<file path="src/rtl/mips_axi_pkg.sv">
// ============================================================================
// Package : mips_axi_pkg
// Shared AXI4 encodings and the instruction-bridge FSM state type.
// Revision: 1.0 - initial release
// ============================================================================
`default_nettype none

package mips_axi_pkg;

  // AXI4 AxSIZE / AxBURST encodings used by the single-word read bridge
  localparam logic [2:0] AXI_SIZE_WORD  = 3'b010;
  localparam logic [1:0] AXI_BURST_INCR = 2'b01;

  // AXI4 RRESP / BRESP encodings
  localparam logic [1:0] AXI_RESP_OKAY   = 2'b00;
  localparam logic [1:0] AXI_RESP_EXOKAY = 2'b01;
  localparam logic [1:0] AXI_RESP_SLVERR = 2'b10;
  localparam logic [1:0] AXI_RESP_DECERR = 2'b11;

  // Read-bridge FSM: one outstanding AR at a time
  typedef enum logic [1:0] {
    BR_IDLE = 2'd0,
    BR_ADDR = 2'd1,
    BR_DATA = 2'd2
  } bridge_state_e;

  // SLVERR and DECERR both carry bit 1 set
  function automatic logic resp_is_err(input logic [1:0] resp);
    return resp[1];
  endfunction

endpackage

`default_nettype wire

</file>
<file path="src/rtl/i_axi_read_bridge.sv">
// ============================================================================
// Module  : i_axi_read_bridge
// Instruction-cache miss port to AXI4 read bridge. Converts a level-held
// single-word request into one AR/R transaction and returns the word as a
// one-cycle m_ready pulse. Responses whose request was dropped or redirected
// while in flight are drained and not forwarded.
// Optional macro: INST_BRIDGE_ERR_EN adds the bus_err output and zeroes
// m_dout on a SLVERR/DECERR response.
// Revision: 1.0 - initial release
// ============================================================================
`default_nettype none

module i_axi_read_bridge
  import mips_axi_pkg::*;
#(
  parameter int A_WIDTH = 32,
  parameter int ID_W    = 4,
  parameter int AXI_ID  = 0
) (
  input  logic               clk,
  input  logic               clrn,
  // instruction cache side
  input  logic [A_WIDTH:0]   m_a,
  input  logic               m_strobe,
  output logic [31:0]        m_dout,
  output logic               m_ready,
`ifdef INST_BRIDGE_ERR_EN
  output logic               bus_err,
`endif
  // AXI4 read address channel
  output logic [ID_W-1:0]    arid,
  output logic [A_WIDTH-1:0] araddr,
  output logic [7:0]         arlen,
  output logic [2:0]         arsize,
  output logic [1:0]         arburst,
  output logic               arvalid,
  input  logic               arready,
  // AXI4 read data channel
  input  logic [ID_W-1:0]    rid,
  input  logic [31:0]        rdata,
  input  logic [1:0]         rresp,
  input  logic               rlast,
  input  logic               rvalid,
  output logic               rready
);

  bridge_state_e      state_q, state_d;
  logic [A_WIDTH-1:0] araddr_q, araddr_d;
  logic               arvalid_q, arvalid_d;
  logic               rready_q, rready_d;
  logic               m_ready_q, m_ready_d;
  logic [31:0]        m_dout_q, m_dout_d;
  logic               req_match;
  logic               unused_bits;

  // The in-flight response belongs to the cache only if it is still asking for that word
  assign req_match = m_strobe && (m_a[A_WIDTH-1:2] == araddr_q[A_WIDTH-1:2]);

  // Fixed single-beat word read
  assign arid    = ID_W'(AXI_ID);
  assign arlen   = 8'd0;
  assign arsize  = AXI_SIZE_WORD;
  assign arburst = AXI_BURST_INCR;

  assign araddr  = araddr_q;
  assign arvalid = arvalid_q;
  assign rready  = rready_q;
  assign m_ready = m_ready_q;
  assign m_dout  = m_dout_q;

`ifdef INST_BRIDGE_ERR_EN
  logic bus_err_q, bus_err_d;
  assign bus_err     = bus_err_q;
  assign unused_bits = ^{m_a[A_WIDTH], m_a[1:0], rid, rresp[0]};
`else
  assign unused_bits = ^{m_a[A_WIDTH], m_a[1:0], rid, rresp};
`endif

  // Next-state and registered-output logic for the IDLE -> ADDR -> DATA sequence
  always_comb begin
    state_d   = state_q;
    araddr_d  = araddr_q;
    arvalid_d = arvalid_q;
    rready_d  = rready_q;
    m_ready_d = 1'b0;
    m_dout_d  = m_dout_q;
`ifdef INST_BRIDGE_ERR_EN
    bus_err_d = 1'b0;
`endif
    case (state_q)
      BR_IDLE: begin
        // m_ready high means the strobe still refers to the word just delivered
        if (m_strobe && !m_ready_q) begin
          araddr_d  = {m_a[A_WIDTH-1:2], 2'b00};
          arvalid_d = 1'b1;
          state_d   = BR_ADDR;
        end
      end
      BR_ADDR: begin
        // AR must stay asserted and stable until accepted, even if the cache gave up
        if (arready) begin
          arvalid_d = 1'b0;
          rready_d  = 1'b1;
          state_d   = BR_DATA;
        end
      end
      BR_DATA: begin
        // A beat without rlast is accepted and dropped; only the last beat completes
        if (rvalid && rready_q && rlast) begin
          rready_d = 1'b0;
          state_d  = BR_IDLE;
          if (req_match) begin
            m_ready_d = 1'b1;
`ifdef INST_BRIDGE_ERR_EN
            if (resp_is_err(rresp)) begin
              m_dout_d  = 32'h0;
              bus_err_d = 1'b1;
            end else begin
              m_dout_d  = rdata;
            end
`else
            m_dout_d = rdata;
`endif
          end
        end
      end
      default: begin
        state_d   = BR_IDLE;
        arvalid_d = 1'b0;
        rready_d  = 1'b0;
      end
    endcase
  end

  // State and output registers; reset abandons any transaction in progress
  always_ff @(posedge clk or negedge clrn) begin
    if (!clrn) begin
      state_q   <= BR_IDLE;
      araddr_q  <= '0;
      arvalid_q <= 1'b0;
      rready_q  <= 1'b0;
      m_ready_q <= 1'b0;
      m_dout_q  <= 32'h0;
    end else begin
      state_q   <= state_d;
      araddr_q  <= araddr_d;
      arvalid_q <= arvalid_d;
      rready_q  <= rready_d;
      m_ready_q <= m_ready_d;
      m_dout_q  <= m_dout_d;
    end
  end

`ifdef INST_BRIDGE_ERR_EN
  // Error flag accompanies the m_ready pulse
  always_ff @(posedge clk or negedge clrn) begin
    if (!clrn) begin
      bus_err_q <= 1'b0;
    end else begin
      bus_err_q <= bus_err_d;
    end
  end
`endif

endmodule

`default_nettype wire

</file>
<file path="config.mk">
export PLATFORM = sky130hd
export DESIGN_NAME = i_axi_read_bridge
export DESIGN_NICKNAME = d
export VERILOG_FILES = /design/src/rtl/mips_axi_pkg.sv /design/src/rtl/i_axi_read_bridge.sv
export SDC_FILE = /design/constraint.sdc
export NUM_CORES = 1
export LEC_CHECK = 0
export ABC_AREA = 0
export ABC_CLOCK_PERIOD_IN_PS = 2300
export BUFFER_PORTS_ARGS = -buffer_cell sky130_fd_sc_hd__buf_2
export CORE_ASPECT_RATIO = 1.4
export CORE_MARGIN = 2
export CORE_UTILIZATION = 45
export DETAILED_ROUTE_END_ITERATION = 7
export GPL_ROUTABILITY_DRIVEN = 1
export GPL_TIMING_DRIVEN = 0
export HOLD_SLACK_MARGIN = 0.1
export PLACE_DENSITY = 0.82
export SLEW_MARGIN = 15
export SYNTH_ARGS = -nofsm -noshare
export SYNTH_HDL_FRONTEND = slang
export SYNTH_SLANG_ARGS = --single-unit
</file>
<file path="constraint.sdc">
create_clock -name clk -period 2.3 [get_ports clk]
set_clock_uncertainty 0.05 [all_clocks]
set_input_delay 0.115 -clock clk [delete_from_list [all_inputs] [get_ports clk]]
set_output_delay 0.115 -clock clk [all_outputs]
set_load 0.01 [all_outputs]
</file>
==> results.py <==
metrics = {
    "synth": {
        "synth_top_cell_by_area": "dfrtp_1",
        "synth_edf_count": 0,
        "ys_warn_count": 0,
        "synth_area_leaders": "dfrtp_1, mux2_2, xor2_1",
        "synthCells": 213,
        "synth_ff_type": "dfrtp_1",
        "synth.yosys.seq_area_share_pct": 55.62,
        "ys_ff_latch": 67,
        "synth_area_per_cell_sq_um": 14.15,
        "syn_area_sq_um": 3014,
        "ys_types": 22,
        "synth_top_area_share_pct": 55.62,
        "synthMostInstantiatedCell": "dfrtp_1",
        "async_flop_share_pct": 100.0,
        "synth_common_cells": "dfrtp_1, mux2_2, xor2_1",
    },
    "setup_path": {
        "path_delay_family": "buffers and inverters",
        "reg2regPathDepth": 8,
        "r2r_end": "m_dout[30]$_DFFE_PN0P_",
        "critPathBufInv": 5,
        "reg2reg_slack_ns": 0.16,
        "endpoint_kind": "flip-flop",
        "cp_slowest_stage_delay_ns": 0.54,
        "path_common_cell": "buf_4",
        "critPathSlowestCell": "dlygate4sd3_1",
        "reg2reg_from": "araddr[10]$_DFFE_PN0P_",
        "arrival_ns": 2.32,
        "crit_type": "primary input to flip-flop",
        "required_ns": 2.45,
        "cp_max_fo": 10,
        "critPathLaunchType": "primary input",
        "path_cells": "dlygate4sd3_1, buf_2, xor2_1, nor4_1, nand4_1, buf_4, nor3_4, buf_4, buf_6, mux2_2",
    },
    "power": {
        "leakage_nw": 2.518,
        "netSwitchingPower_mw": 1.358,
        "comb_power_share_pct": 33.5,
        "seq_power_share_pct": 41.1,
        "power_density_nw_per_um2": 902.8,
        "sw_frac_of_total_pct": 31.57,
        "internal_power_mw": 2.944,
        "ir_worst_vdd_v": 0.0004279,
        "p_clk_share_pct": 25.3,
    },
    "status": {
        "status": "completed",
    },
    "grt": {
        "grt_pass1_vias": 2629,
        "overflow": 0,
        "track_usage_pct": 21.00,
        "grt_max_degree": 56,
        "grt_pass1_wl_microns": 11730,
        "antenna_found_initial": 0,
    },
    "clock_network": {
        "cts_buffer_depth": 2,
        "cts-root-buf": "clkbuf_8",
        "cts.sinks": 67,
        "cts_tree": "done",
        "path_clk_slew_ns": 0.08,
        "cts_made_buffers": 9,
        "clk_latency_ns": 0.33,
        "htreeDepth": 3,
    },
    "floorplan": {
        "ios": 161,
        "die_h_microns": 100.8,
        "num_rows": 35,
        "coreArea_sq_um": 6525,
        "fp.dieW_microns": 73.17,
        "dieArea_sq_um": 7378,
        "start_util_pct": 46.19,
    },
    "finish": {
        "antenna-diode-count": 0,
        "layout.nets": 518,
        "stdcell_count": 520,
        "fin_area_sq_um": 4765,
        "areaGrowthSynthToFinish_pct": 58.07,
        "layout-drive-gt1-share_pct": 53.59,
    },
    "timing": {
        "slew_headroom_pct": 62.12,
        "grt_setup_unrepaired": "no",
        "tightest_slew_ns": 0.5668,
        "max_freq_ghz": 0.4620,
        "setup_viol": 0,
        "period_needed_ns": 2.164,
        "drv_slew": 0,
        "holdWs_ns": 0.1230,
        "post-route-period-util_pct": 94.10,
        "hold_viol": 0,
    },
    "routing": {
        "drtIter0Drc": 38,
        "viasPerCell": 4.752,
        "drcViolationCount": 0,
        "ant_nets": 0,
        "dr.pass1.iters": 4,
        "drt_wl_total_microns": 7604,
        "wl_per_cell_microns": 14.62,
        "vias": 2471,
    },
    "placed_design": {
        "port_buffers": 132,
        "placedCellCount": 437,
        "dpl_cell_area_sq_um": 3861,
        "gp_congestion": 0.8369,
        "dpl.hpwl_microns": 4960,
    },
    "hold_path": {
        "hold_path.class": "primary input to asynchronous set/reset pin",
    },
    "flow_run": {
        "cap_violations": 0,
    },
}
cell usage in the layout, fill, tap and decap left out, types with 2 or more instances in the layout:
cell,instances
buf_4,23
xnor2_1,2
nand4_1,2
dlygate4sd3_1,64
a21o_1,2
nor4_2,2
conb_1,19
bufinv_16,2
nand2_1,4
buf_6,3
nor4_1,6
mux2_2,59
buf_2,134
xor2_1,28
dfrtp_1,67
o21ai_0,3
mux2_1,3
clkbuf_8,11
layer usage:
metal	GRT usage [%]	vias up	wire length [microns]
li1	-	1158	-
met1	22.03	1186	2839
met2	38.18	107	4077
met3	5.300	20	480
met4	9.829	0	207
met5	0	-	0
power by group through the flow:
stage               sequential [mW]  clock [mW]  combinational [mW]
floorplan                      1.90           0               0.676
global placement               1.76           0                1.30
detailed placement             1.79           0                1.34
CTS                            1.76        1.12                1.43
global route                   1.81        1.17                1.57
finish                         1.77        1.09                1.44
state kept, by name, summed over array words and instances, names as in the netlist:
name,count
araddr,30
m_dout,32
arvalid,1
m_ready,1
state_q,2
rready,1
how the worst max path moves through the flow:
stage / start / end / slack (ns) / cells after the start
after floorplan: araddr[26]$_DFFE_PN0P_ / m_dout[11]$_DFFE_PN0P_ / 0.28 / 6
after global placement: araddr[27]$_DFFE_PN0P_ / m_dout[30]$_DFFE_PN0P_ / -0.09 / 6
after detailed placement: araddr[27]$_DFFE_PN0P_ / m_dout[27]$_DFFE_PN0P_ / -0.13 / 6
after CTS: araddr[27]$_DFFE_PN0P_ / m_dout[2]$_DFFE_PN0P_ / 0.03 / 7
after global routing: m_a[30] / m_dout[30]$_DFFE_PN0P_ / 0.03 / 10
final: m_a[10] / m_dout[30]$_DFFE_PN0P_ / 0.14 / 10
worst register-to-register path: stages (launching register included):
cell,delay [ns]
dfrtp_1,0.40
xor2_1,0.17
nor4_1,0.32
nand4_1,0.13
buf_4,0.17
nor3_4,0.10
buf_4,0.17
buf_6,0.16
mux2_2,0.35
repair_timing:
action                                  in CTS  in global routing
buffers inserted                             2                  1
hold buffers                                64                  0
endpoints found under the setup margin      30                 32
pin swaps                                    1                  1
gates resized for setup                      0                  2
endpoints found under the hold margin      133                  0
through the flow:
step	worst slack [ns]	utilization [%]	setup TNS, ns	power, mW
6_report	0.1356	73.02	0	4.302
5_1_grt	0.03480	73.02	0	4.552
4_1_cts	0.02681	72.71	0	4.319
3_5_place_dp	-0.1330	59.18	-3.482	3.130
3_3_place_gp	-0.08997	58.72	-2.573	3.066
2_1_floorplan	0.2814	-	0	2.577
cells by family (layout without fill, tap and decap cells):
logic type	after synthesis	count (layout)	synth area share, %
XOR/XNOR	30	30	8.718
AND/OR/NAND/NOR	21	21	4.732
AO/OA/AOI/OAI	6	6	1.162
buffers and inverters	25	241	6.351
multiplexers	62	62	23.16
other	2	19	0.2492
flip-flops	67	67	55.62
cell type report:
class | count | area (sq um)
buffer | 25 | 191.4
clock buffer | 12 | 155.1
clock inverter | 4 | 72.57
fill | 427 | 1760
multi-input combinational | 138 | 1222
sequential | 67 | 1677
tap | 74 | 92.59
timing repair buffer | 200 | 1354
(Power assumes the default switching activity.)
